[src/rtl/riscv_pkg.sv]
// Shared RV32 constants used by the front-end blocks.
package riscv_pkg;

    parameter int XLEN = 32;

    // Canonical NOP: addi x0, x0, 0
    parameter logic [31:0] INSTR_NOP = 32'h0000_0013;

endpackage

[src/rtl/if_fetch_unit_if.sv]
// Instruction-memory port of the fetch unit.
//
// Handshake rules:
//   Request : a request transfers on a rising edge where imem_req_valid and
//             imem_req_ready are both high. While valid is high and ready is
//             low, the requester holds imem_addr stable. Valid never waits
//             on ready.
//   Response: imem_rsp_valid is a single-cycle pulse carrying imem_rsp_data.
//             There is no response back-pressure. Exactly one response follows
//             each accepted request, and at most one request is outstanding.
interface if_fetch_unit_if #(
    parameter int XLEN = 32
) ();

    logic            imem_req_valid;
    logic            imem_req_ready;
    logic [XLEN-1:0] imem_addr;
    logic            imem_rsp_valid;
    logic [31:0]     imem_rsp_data;

    // Fetch-unit side
    modport master (
        output imem_req_valid,
        output imem_addr,
        input  imem_req_ready,
        input  imem_rsp_valid,
        input  imem_rsp_data
    );

    // Memory side
    modport slave (
        input  imem_req_valid,
        input  imem_addr,
        output imem_req_ready,
        output imem_rsp_valid,
        output imem_rsp_data
    );

endinterface

[src/rtl/if_fetch_unit.sv]
// Instruction fetch stage: issues one request per PC, buffers the returned
// word for IF/ID and advances or redirects the PC. A redirect that lands while
// a response is still in flight turns that response into a discard (S_DROP),
// so a stale word can never be presented for the new PC.
module if_fetch_unit #(
    parameter int              XLEN     = riscv_pkg::XLEN,
    parameter logic [XLEN-1:0] RESET_PC = XLEN'(32'h0000_0000)
) (
    input  logic             clk,
    input  logic             rst,
    input  logic             StallF,
    input  logic             PCSrcE,
    input  logic [XLEN-1:0]  PCTargetE,
    if_fetch_unit_if.master  imem,
    output logic [XLEN-1:0]  PCF,
    output logic [XLEN-1:0]  PCPlus4F,
    output logic [31:0]      InstrF,
    output logic             InstrValidF,
    output logic [1:0]       fetch_state_o
);

    import riscv_pkg::INSTR_NOP;

    typedef enum logic [1:0] {
        S_REQ  = 2'd0,  // request for PCF presented to memory
        S_WAIT = 2'd1,  // request accepted, waiting for its response
        S_HOLD = 2'd2,  // instruction buffered and offered to IF/ID
        S_DROP = 2'd3   // redirected while in flight: swallow the response
    } state_t;

    state_t          state_q;
    logic [XLEN-1:0] pc_q;
    logic [31:0]     instr_buf_q;

    logic [XLEN-1:0] pc_plus4;
    logic [XLEN-1:0] target_aligned;

    // Sequential PC and redirect target; both keep bits [1:0] at zero
    always_comb begin
        pc_plus4       = pc_q + XLEN'(4);
        target_aligned = PCTargetE & ~XLEN'(3);
    end

    // Fetch FSM: state, PC and instruction buffer; redirect outranks stall
    always_ff @(posedge clk) begin
        if (rst) begin
            state_q     <= S_REQ;
            pc_q        <= RESET_PC & ~XLEN'(3);
            instr_buf_q <= INSTR_NOP;
        end else begin
            case (state_q)
                S_REQ: begin
                    if (PCSrcE) begin
                        // Request is suppressed this cycle; reissue at target
                        pc_q <= target_aligned;
                    end else if (imem.imem_req_ready) begin
                        state_q <= S_WAIT;
                    end
                end
                S_WAIT: begin
                    if (PCSrcE) begin
                        pc_q    <= target_aligned;
                        // Response arriving with the redirect is simply ignored
                        state_q <= imem.imem_rsp_valid ? S_REQ : S_DROP;
                    end else if (imem.imem_rsp_valid) begin
                        instr_buf_q <= imem.imem_rsp_data;
                        state_q     <= S_HOLD;
                    end
                end
                S_HOLD: begin
                    if (PCSrcE) begin
                        pc_q        <= target_aligned;
                        instr_buf_q <= INSTR_NOP;
                        state_q     <= S_REQ;
                    end else if (!StallF) begin
                        // IF/ID takes the instruction on this edge
                        pc_q        <= pc_plus4;
                        instr_buf_q <= INSTR_NOP;
                        state_q     <= S_REQ;
                    end
                end
                S_DROP: begin
                    if (PCSrcE) begin
                        pc_q <= target_aligned;
                    end
                    if (imem.imem_rsp_valid) begin
                        state_q <= S_REQ;
                    end
                end
                default: begin
                    state_q <= S_REQ;
                end
            endcase
        end
    end

    // Memory request: only the redirect path is combinational
    always_comb begin
        imem.imem_req_valid = (state_q == S_REQ) && !PCSrcE;
        imem.imem_addr      = pc_q;
    end

    // IF/ID-facing outputs, all derived from registered state
    always_comb begin
        PCF           = pc_q;
        PCPlus4F      = pc_plus4;
        InstrValidF   = (state_q == S_HOLD);
        InstrF        = (state_q == S_HOLD) ? instr_buf_q : INSTR_NOP;
        fetch_state_o = state_q;
    end

endmodule

[src/flat_wrapper.sv]
// flat-port wrapper written by rule: the top's interface ports become plain ports
module if_fetch_unit_flat import riscv_pkg::INSTR_NOP;
#(
    parameter int              XLEN     = riscv_pkg::XLEN,
    parameter logic [XLEN-1:0] RESET_PC = XLEN'(32'h0000_0000)
)
  (clk, rst, StallF, PCSrcE, PCTargetE, PCF, PCPlus4F, InstrF, InstrValidF, fetch_state_o, imem_imem_req_valid, imem_imem_addr, imem_imem_req_ready, imem_imem_rsp_valid, imem_imem_rsp_data);
  if_fetch_unit_if #(.XLEN(XLEN)) imem_i ();
  input  logic clk;
  input  logic rst;
  input  logic StallF;
  input  logic PCSrcE;
  input  logic [XLEN-1:0] PCTargetE;
  output logic [XLEN-1:0] PCF;
  output logic [XLEN-1:0] PCPlus4F;
  output logic [31:0] InstrF;
  output logic InstrValidF;
  output logic [1:0] fetch_state_o;
  output wire logic [$bits(imem_i.imem_req_valid)-1:0] imem_imem_req_valid;
  output wire logic [$bits(imem_i.imem_addr)-1:0] imem_imem_addr;
  input wire logic [$bits(imem_i.imem_req_ready)-1:0] imem_imem_req_ready;
  input wire logic [$bits(imem_i.imem_rsp_valid)-1:0] imem_imem_rsp_valid;
  input wire logic [$bits(imem_i.imem_rsp_data)-1:0] imem_imem_rsp_data;
  assign imem_imem_req_valid = imem_i.imem_req_valid;
  assign imem_imem_addr = imem_i.imem_addr;
  assign imem_i.imem_req_ready = imem_imem_req_ready;
  assign imem_i.imem_rsp_valid = imem_imem_rsp_valid;
  assign imem_i.imem_rsp_data = imem_imem_rsp_data;
  if_fetch_unit #(.XLEN(XLEN), .RESET_PC(RESET_PC)) u_core (.clk(clk), .rst(rst), .StallF(StallF), .PCSrcE(PCSrcE), .PCTargetE(PCTargetE), .imem(imem_i), .PCF(PCF), .PCPlus4F(PCPlus4F), .InstrF(InstrF), .InstrValidF(InstrValidF), .fetch_state_o(fetch_state_o));
endmodule
[config.mk]
export PLATFORM = sky130hd
export DESIGN_NAME = if_fetch_unit_flat
export DESIGN_NICKNAME = d
export VERILOG_FILES = /design/src/rtl/riscv_pkg.sv /design/src/rtl/if_fetch_unit_if.sv /design/src/rtl/if_fetch_unit.sv /design/src/flat_wrapper.sv
export SDC_FILE = /design/constraint.sdc
export NUM_CORES = 1
export LEC_CHECK = 0
export BUFFER_PORTS_ARGS = -buffer_cell sky130_fd_sc_hd__buf_2
export CAP_MARGIN = 20
export CORE_UTILIZATION = 25
export CTS_CLUSTER_SIZE = 25
export DETAILED_ROUTE_END_ITERATION = 10
export MAX_ROUTING_LAYER = met4
export SYNTH_ARGS = -nofsm -noshare
export SYNTH_HDL_FRONTEND = slang
export SYNTH_SLANG_ARGS = --single-unit
[constraint.sdc]
create_clock -name clk -period 6.7 [get_ports clk]
set_clock_uncertainty 0.2 [all_clocks]
set_input_delay 1.005 -clock clk [delete_from_list [all_inputs] [get_ports clk]]
set_output_delay 1.005 -clock clk [all_outputs]
set_load 0.02 [all_outputs]
==> flow_metrics.env <==
export IMPL_antenna_found_initial=3
export IMPL_clk_latency_ps=330
export IMPL_firstDrtPassIters=4
export IMPL_hold_viol=0
export IMPL_grt_usage_pct=15.8
export IMPL_wl_mm=12.3
export IMPL_mostFrequentLayoutCells="buf_2, nor2_1, dfxtp_1"
export IMPL_drtIter0Drc=183
export IMPL_syn2layout_area_growth_pct=30.6
export IMPL_finalSetupViolCount=0
export IMPL_worstSetupStartpointType="flop"
export IMPL_num_vias=3906
export IMPL_grt_setup_unrepaired="no"
export IMPL_critPathKind="flop to output port"
export IMPL_min_period_ps=3970
export IMPL_seq_area_frac_synth_pct=32.6
export IMPL_synth_seq_cells=64
export IMPL_gp_congestion=0.697
export IMPL_arrival_ps=2760
export IMPL_ys_types=50
export IMPL_cp_slowest_stage_delay_ps=680
export IMPL_cts_tree="built"
export IMPL_cp_required_ps=5490
export IMPL_wl_per_cell_um=14.7
export IMPL_grt_pass1_wl_mm=19.2
export IMPL_core_area_sq_mm=0.0153
export IMPL_viasPerCell=4.64
export IMPL_slew_viol_final=0
export IMPL_rows=45
export IMPL_final_common_cell="buf_2"
export IMPL_ys_warn_count=0
export IMPL_cts_buffers=9
export IMPL_ys_flop_type="dfxtp_1"
export IMPL_postCtsSetupBuffers=0
export IMPL_worstPathMaxFanout=10
export IMPL_async_reset_ff_share_pct=0
export IMPL_die_area_sq_mm=0.0162
export IMPL_instances_no_fill=841
export IMPL_clockBufferDepth=2
export IMPL_drtAntennaViolNets=0
export IMPL_htree_num_levels=3
export IMPL_die_width_um=127
export IMPL_max_cap_violations=0
export IMPL_fillCellCount=1652
export IMPL_critical_path_buf_inv_count=2
export IMPL_die_h_um=127
export IMPL_synth_largest_area_cell="dfxtp_1"
export IMPL_place_hpwl_mm=8.47
export IMPL_relSlewSlack_pct=40.0
export IMPL_synthesis_area_sq_mm=0.00393
export IMPL_clk_pin_slew_worst_paths_ps=60
export IMPL_fmax_mhz=252
export IMPL_max_slew_worst_pin_slew_ps=896
export IMPL_finalCritPeriodShare_pct=59.2
export IMPL_numPortBuffers=193
export IMPL_crit_slowest_cell="or4_1"
export IMPL_cp_top_family="simple AND/OR/NAND/NOR gates"
export IMPL_overflow=0
export IMPL_drc=0
export IMPL_critPathCaptureType="output port"
export IMPL_hold_class="flop to flop"
export IMPL_start_util_pct=25.8
export IMPL_cts_resized=0
export IMPL_placedCellCount=822
export IMPL_root_buffer="clkbuf_16"
export IMPL_cts_hold_buffers_added=0
export IMPL_leakagePower_nw=2.28
export IMPL_io_pin_count=202
export IMPL_grt_pass1_vias=3552
export IMPL_syn_avg_cell_area_sq_um=8.16
export IMPL_outcome="complete, no violations"
export IMPL_nets=693
export IMPL_drive_gt1_share_pct=37.6
export IMPL_peakVddDrop_uv=125
export IMPL_synthTopCellsByArea="dfxtp_1, buf_4, nor2_1"
export IMPL_synth_edff_count=0
export IMPL_tns_ps=0
export IMPL_synth_top_area_share_pct=32.6
export IMPL_grt_max_degree=66
export IMPL_synthCells=482
export IMPL_clkSinkCount=64
export IMPL_crit_chain="ha_1, inv_1, or4_1, nor3_1, xor2_1, buf_2"
export IMPL_powerDensity_mw_per_mm2=218
-- per-stage QoR --
stage / util, % / power, mW / hold slack, ps / area [sq um] / setup slack, ps
global placement: 31.5 / 0.613 / 259 / 4810 / 3030
CTS: 33.6 / 1.15 / 282 / 5130 / 2670
detailed placement: 31.5 / 0.613 / 269 / 4810 / 3050
global route: 33.7 / 1.18 / 307 / 5140 / 2610
floorplan: - / 0.557 / 246 / 3950 / 3130
finish: 33.7 / 1.12 / 278 / 5140 / 2730
-- cell families after synthesis --
family / synth area share [%]
adder cells (fa/ha/maj): 0.318
AO/OA/AOI/OAI: 14.8
buffers and inverters: 11.8
AND/OR/NAND/NOR: 29.1
XOR/XNOR: 11.4
flip-flops: 32.6
other: 0.0954
-- tightest hold or removal path, stage by stage, from the launching register on --
cell	delay (ps)
dfxtp_1	320
a32oi_1	50
nor2_1	70
-- worst paths after layout --
kind | startpoint | end | slack, ps | cells after the start
setup / recovery | u_core.PCF[2] | PCPlus4F[24] | 2730 | 6
hold / removal | u_core.instr_buf_q[26] | u_core.instr_buf_q[26] | 280 | 2
setup reg to reg | u_core.PCF[17] | u_core.PCF[31] | 4080 | 5
hold reg to reg | u_core.instr_buf_q[26] | u_core.instr_buf_q[26] | 280 | 2
-- sequential cells by signal, summed over array words and instances (netlist names) --
signal / flops
u_core.instr_buf_q: 32
u_core.PCF: 30
u_core.fetch_state_o: 2
-- power breakdown --
| group | switching [mW] | total, mW | internal (mW) |
|---|---|---|---|
| Sequential | 0.0289 | 0.426 | 0.397 |
| Combinational | 0.112 | 0.177 | 0.0655 |
| Clock | 0.183 | 0.519 | 0.335 |
-- final cells by class --
| type | instances | area [sq um] | share of cell area (%) |
|---|---|---|---|
| flip-flops and latches | 64 | 1280 | 24.9 |
| diodes | 3 | 7.51 | 0.146 |
| multi-input cells | 342 | 2220 | 43.3 |
| inverters | 5 | 18.8 | 0.365 |
| well taps | 211 | 264 | 5.14 |
| clock buffers | 11 | 243 | 4.73 |
| clock inverters | 5 | 80.1 | 1.56 |
| repair buffers | 200 | 1020 | 19.8 |
-- metal layers --
metal  part of all wire, %  wire [um]  track usage [%]
met2                    47       5810             26.0
met4                  0.96        118             4.41
met5                     0          0                -
met3                   6.9        852             4.40
met1                    45       5550             18.9
-- cell usage after synthesis, drive strengths merged (2+ instances only) --
| cell type | instances |
|---|---|
| xor2 | 26 |
| or2 | 3 |
| nand3 | 15 |
| nor2b | 5 |
| nor3 | 15 |
| o21ai | 5 |
| nor4 | 10 |
| a211oi | 19 |
| buf | 45 |
| xnor2 | 25 |
| inv | 4 |
| nor3b | 2 |
| a32oi | 29 |
| clkbuf | 31 |
| nand4 | 9 |
| and4 | 2 |
| nand2 | 28 |
| or3 | 3 |
| and3 | 4 |
| o21a | 2 |
| or4 | 3 |
| o31ai | 3 |
| a311oi | 4 |
| dfxtp | 64 |
| nor2 | 71 |
| o21bai | 4 |
| nand2b | 5 |
| a21oi | 6 |
| and2 | 30 |
Note: power is estimated with default switching activity, not from simulation.
